## src/rtl/reg_output_collector_pkg.sv

```systemverilog
// Shared definitions for the upsampler tile registers: pixel width, tile geometry,
// FSM encoding and the block-index field layout used by both input and output sides.
package reg_output_collector_pkg;

    localparam int LENGTH  = 12;
    localparam int OUT_DIM = 8;
    localparam int BLOCKS  = 16;
    localparam int ROW_W   = 3;

    // Block index layout: block row in [3:2], block column in [1:0].
    localparam int BLK_ROW_MSB = 3;
    localparam int BLK_ROW_LSB = 2;
    localparam int BLK_COL_MSB = 1;
    localparam int BLK_COL_LSB = 0;

    typedef enum logic [1:0] {
        ST_FILL  = 2'b00,
        ST_DRAIN = 2'b01
    } state_e;

    function automatic logic [ROW_W-1:0] blk_top_row(input logic [3:0] addr);
        return {addr[BLK_ROW_MSB:BLK_ROW_LSB], 1'b0};
    endfunction

    function automatic logic [ROW_W-1:0] blk_left_col(input logic [3:0] addr);
        return {addr[BLK_COL_MSB:BLK_COL_LSB], 1'b0};
    endfunction

endpackage

```

## src/rtl/reg_output_collector_upsample_row_mux.sv

```systemverilog
// Selects one 8-pixel row of the output tile buffer for the row beat; forced to zero
// when disabled so the bus is quiet while the collector is held in reset.
module upsample_row_mux
    import reg_output_collector_pkg::*;
#(
    parameter int length = LENGTH
) (
    input  logic [OUT_DIM-1:0][OUT_DIM-1:0][length-1:0] rows_i,
    input  logic [ROW_W-1:0]                            sel_i,
    input  logic                                        en_i,
    output logic [OUT_DIM*length-1:0]                   dout_o
);

    always_comb begin
        dout_o = '0;
        if (en_i) begin
            dout_o = rows_i[sel_i];
        end
    end

endmodule

```

## src/rtl/reg_output_collector.sv

```systemverilog
// Collects sixteen 2x2 interpolated blocks into an 8x8 tile, then streams it out one
// row per valid/ready beat. Single buffer: FILL and DRAIN never overlap.
module reg_output_collector
    import reg_output_collector_pkg::*;
#(
    parameter int length = LENGTH
) (
    input  logic                        clk,
    input  logic                        rst,
    input  logic                        in_valid,
    output logic                        in_ready,
    input  logic [3:0]                  addr_block,
    input  logic [length-1:0]           din1,
    input  logic [length-1:0]           din2,
    input  logic [length-1:0]           din3,
    input  logic [length-1:0]           din4,
    output logic                        out_valid,
    input  logic                        out_ready,
    output logic [length*OUT_DIM-1:0]   dout,
    output logic [ROW_W-1:0]            out_row,
    output logic                        out_last
);

    // Valid/ready: a transfer happens on a rising edge where valid and ready are both high;
    // the producer holds its payload stable until that edge, ready may change freely.

    state_e                                      state_q;
    logic [BLOCKS-1:0]                           mask_q;
    logic [BLOCKS-1:0]                           mask_d;
    logic [ROW_W-1:0]                            row_q;
    logic [OUT_DIM-1:0][OUT_DIM-1:0][length-1:0] buf_q;
    logic [ROW_W-1:0]                            wr_row;
    logic [ROW_W-1:0]                            wr_col;

    assign wr_row = blk_top_row(addr_block);
    assign wr_col = blk_left_col(addr_block);
    assign mask_d = mask_q | ({{(BLOCKS-1){1'b0}}, 1'b1} << addr_block);

    always_ff @(posedge clk) begin
        if (rst) begin
            state_q <= ST_FILL;
            mask_q  <= '0;
            row_q   <= '0;
            buf_q   <= '0;
        end else begin
            case (state_q)
                ST_FILL: begin
                    if (in_valid) begin
                        buf_q[wr_row][wr_col]                 <= din1;
                        buf_q[wr_row][wr_col | 3'd1]          <= din2;
                        buf_q[wr_row | 3'd1][wr_col]          <= din3;
                        buf_q[wr_row | 3'd1][wr_col | 3'd1]   <= din4;
                        mask_q <= mask_d;
                        if (&mask_d) begin
                            state_q <= ST_DRAIN;
                        end
                    end
                end
                ST_DRAIN: begin
                    if (out_ready) begin
                        row_q <= row_q + 3'd1;
                        if (row_q == ROW_W'(OUT_DIM - 1)) begin
                            state_q <= ST_FILL;
                            mask_q  <= '0;
                        end
                    end
                end
                default: begin
                    // Unused encodings fall back to an empty FILL.
                    state_q <= ST_FILL;
                    mask_q  <= '0;
                    row_q   <= '0;
                end
            endcase
        end
    end

    assign in_ready  = (state_q == ST_FILL) && !rst;
    assign out_valid = (state_q == ST_DRAIN) && !rst;
    assign out_row   = rst ? '0 : row_q;
    assign out_last  = out_valid && (row_q == ROW_W'(OUT_DIM - 1));

    upsample_row_mux #(
        .length(length)
    ) u_row_mux (
        .rows_i (buf_q),
        .sel_i  (row_q),
        .en_i   (!rst),
        .dout_o (dout)
    );

endmodule

```

## config.mk

```make
export PLATFORM = sky130hd
export DESIGN_NAME = reg_output_collector
export DESIGN_NICKNAME = d
export VERILOG_FILES = /design/src/rtl/reg_output_collector_pkg.sv /design/src/rtl/reg_output_collector_upsample_row_mux.sv /design/src/rtl/reg_output_collector.sv
export SDC_FILE = /design/constraint.sdc
export NUM_CORES = 2
export LEC_CHECK = 0
export CORE_UTILIZATION = 35
export DETAILED_ROUTE_END_ITERATION = 10
export PLACE_DENSITY = 0.59
export SLEW_MARGIN = 0
export SYNTH_ARGS = -nofsm -noshare
export SYNTH_HDL_FRONTEND = slang
export SYNTH_HIERARCHICAL = 1
export SYNTH_SLANG_ARGS = --single-unit
```

## constraint.sdc

```tcl
create_clock -name clk -period 3.15 [get_ports clk]
set_input_delay 0.63 -clock clk [delete_from_list [all_inputs] [get_ports clk]]
set_output_delay 0.63 -clock clk [all_outputs]
set_load 0.02 [all_outputs]
```

==> flow_summary.toml <==
[status]
outcome = "finished, violations left"
violations = "design-rule violations, negative setup slack"

[timing]
worst_slack_ps = -31.2
finClkSkew_ps = 18.3
fin_crit_sh_pct = 101
slew_viol_final = 0
fin_crit_ps = 3180
clock.fmax_ghz = 0.314
max-slew-margin-rel_pct = 27.1
timing.final.hold_violations = 0
rsz0062_at_grt = "true"
tightest_slew_ps = 1090
setup_viol = 3

[floorplan]
core_um2 = 97000
rows = 114
start_util_pct = 35.4
dieArea_um2 = 99400
die_w_um = 315
ios = 158
die_h_um = 315

[yosys]
synth_area_um2 = 34300
synth_simple_gate_area_share_pct = 18.1
synthDistinctLibCells = 46
synth_edf_count = 0
synth_fa_ha_area_share_pct = 0.0729
synth_fp_nets = 4286
ys_seq_area_share_pct = 45.9
async_reset_ff_share_pct = 0
synth_top_family_by_area = "simple AND/OR/NAND/NOR gates"
ys_ff_latch = 788
synth_xor_area_share_pct = 0.0255
synth_mux_area_share_pct = 12.2
netlist_instances = 4228
yosysWarnings = 6
synth_compound_area_share_pct = 16.5
synth_flop_cell = "dfxtp_1"
avgSynthCellArea_um2 = 8.12

[drt]
drc = 13
first_iter_violations = 3281
wirelength_mm = 121
ant_nets = 0
viasPerCell = 5.36
wl_per_cell_um = 21.8
firstDrtPassIters = 11
via_count = 29700

[worst_hold_path]
hold_class = "flip-flop to flip-flop"
hold_depth = 2

[setup_path]
path_max_fanout = 8
regToRegSetupSlack_ps = 1000
critPathKind = "flip-flop to output port"
worstPathRequired_ps = 2520
end_kind = "output port"
cp-start-kind = "flip-flop"
rr_endpoint = "buf_q[448]$_SDFFE_PP0P_"
crit_start = "row_q[2]$_SDFFE_PP0P_"
rr_startpoint = "state_q[0]$_SDFFE_PP0P_"
crit_end = "dout[74]"
arrival_ps = 2550
worstRegToRegCells = 7

[clocking]
clock_sinks = 788
cts_hold_buffers = 0
clockBufferDepth = 3
clk_latency_ps = 640
clk_pin_slew_worst_paths_ps = 60
h-tree-depth = 3
clock-root-buffer = "clkbuf_16"
cts_made_buffers = 80
cts_tree = "done"

[placement]
dp_cells = 5349
dpl.hpwl_mm = 68.3
port-buffer-count = 157
place.gp.congestion = 0.825

[layout]
area_growth_pct = 18.8
nets = 4266
drive_above_1_share_pct = 16.6
fin_util_pct = 42.0
final_cells = 5545

[global_routing]
grt.total_usage_pct = 23.8
grt_pass1_wl_mm = 181
antenna_found_initial = 17
grt_start_max_net_pins = 218
overflow = 0
grt_pass1_vias = 27900

[power]
p_leak_nw = 12.9
ir_drop_uv = 369
power_density_nw_per_um2 = 507

[flow_run]
drv_cap = 0
routing by layer:
metal	global-route usage, %	share of wire (%)	vias to the layer above	routed length, um
met5	0	0.14	-	170
met4	5.90	2.0	30	2440
met3	4.53	8.0	162	9650
met2	38.3	46	1100	55700
met1	32.7	44	14500	52900
li1	-	-	14000	-
cell usage in the layout (no fill, tap or decap), types with 7 or more instances in the layout:
cell type,n
clkinv_2,8
nor2_1,10
o21a_1,14
nand2_2,12
o21ai_0,71
clkbuf_1,30
inv_1,78
clkdlybuf4s15_1,7
clkdlybuf4s50_1,59
buf_6,10
a221oi_1,22
clkbuf_2,17
nor2_4,13
nand2b_1,8
mux2_2,96
mux4_2,96
buf_16,17
bufbuf_16,7
inv_2,20
a221oi_4,16
a221oi_2,58
nand2_1,1545
dfxtp_1,785
clkbuf_16,83
clkdlybuf4s15_2,11
a21oi_1,776
buf_12,51
clkbuf_8,12
nor2b_1,10
buf_4,110
o21ai_2,7
mux2i_1,95
o21ai_1,19
buf_2,35
cells in the mapped netlist, types with 3 or more instances:
cell type  instances  area (um^2)
inv_1             98          368
nand3_1            7         35.0
buf_12             4         80.1
buf_2             95          475
buf_4             21          158
nor2b_1           10         62.6
mux2_2            96         1080
nand2_1         1557         5840
a32oi_1            3         26.3
nand2b_1           8         50.1
mux2i_1           96          961
buf_6             21          236
o21ai_0           97          485
a21oi_1          776         3880
buf_1              5         18.8
a221oi_2          41          616
mux4_2            96         2160
dfxtp_1          788        15800
o21a_1            14          105
clkbuf_1         288         1080
a221oi_1          55          482
nor2_1            19         71.3
critical path, cell delays in order (launching register included):
cell	delay [ps]
dfxtp_4	370
buf_12	130
buf_8	130
buf_6	120
buf_16	140
buf_16	140
buf_12	140
mux4_2	260
inv_2	50
a221oi_2	240
buf_4	190
logic make-up after synthesis:
family | count (synthesis)
DFF | 788
AOI/OAI and AO/OA | 997
adders and majority gates | 2
muxes | 288
buffers and inverters | 532
xor gates and xnor gates | 1
and+or+nand+nor | 1620
area by class of cell:
cell class	count	area (um^2)
fill	9558	56200
multi-input combinational	2908	16700
sequential	788	15800
timing repair buffer	332	3790
clock buffer	125	2350
tap	1276	1600
inverter	98	368
clock inverter	17	159
antenna	1	2.50
flip-flops by register name, summed over array words and instances, names as in the netlist:
| register | count |
|---|---|
| buf_q | 768 |
| mask_q | 16 |
| row_q | 3 |
| state_q | 1 |
where the power goes:
group,internal (mW),switching (mW)
logic,0.316,0.833
registers,10.1,0.0623
clock network,5.31,4.05
stage by stage:
step	setup TNS (ps)	hold slack, ps	total power [mW]	cell area, um^2	worst slack, ps
floorplan	0	433	11.0	34300	281
global placement	-171	438	11.5	37200	-115
detailed placement	-171	443	11.5	37200	-119
CTS	-580	451	20.8	40800	-159
global route	-358	466	21.3	40800	-69.8
finish	-69.2	450	20.7	40800	-31.2
how the worst min path moves through the flow:
stage,from,end,slack (ps)
6_report,buf_q[583]$_SDFFE_PP0P_,buf_q[583]$_SDFFE_PP0P_,450
4_1_cts,buf_q[214]$_SDFFE_PP0P_,buf_q[214]$_SDFFE_PP0P_,450
3_3_place_gp,buf_q[582]$_SDFFE_PP0P_,buf_q[582]$_SDFFE_PP0P_,440
3_5_place_dp,buf_q[628]$_SDFFE_PP0P_,buf_q[628]$_SDFFE_PP0P_,440
5_1_grt,buf_q[680]$_SDFFE_PP0P_,buf_q[680]$_SDFFE_PP0P_,470
2_1_floorplan,buf_q[576]$_SDFFE_PP0P_,buf_q[576]$_SDFFE_PP0P_,430
what timing repair did:
action,in CTS,in global routing
gates cloned,14,0
pin swaps,7,8
setup endpoints to repair,95,71
resized for setup,381,117
setup buffers,37,3
Note: power is estimated with default switching activity, not from simulation.
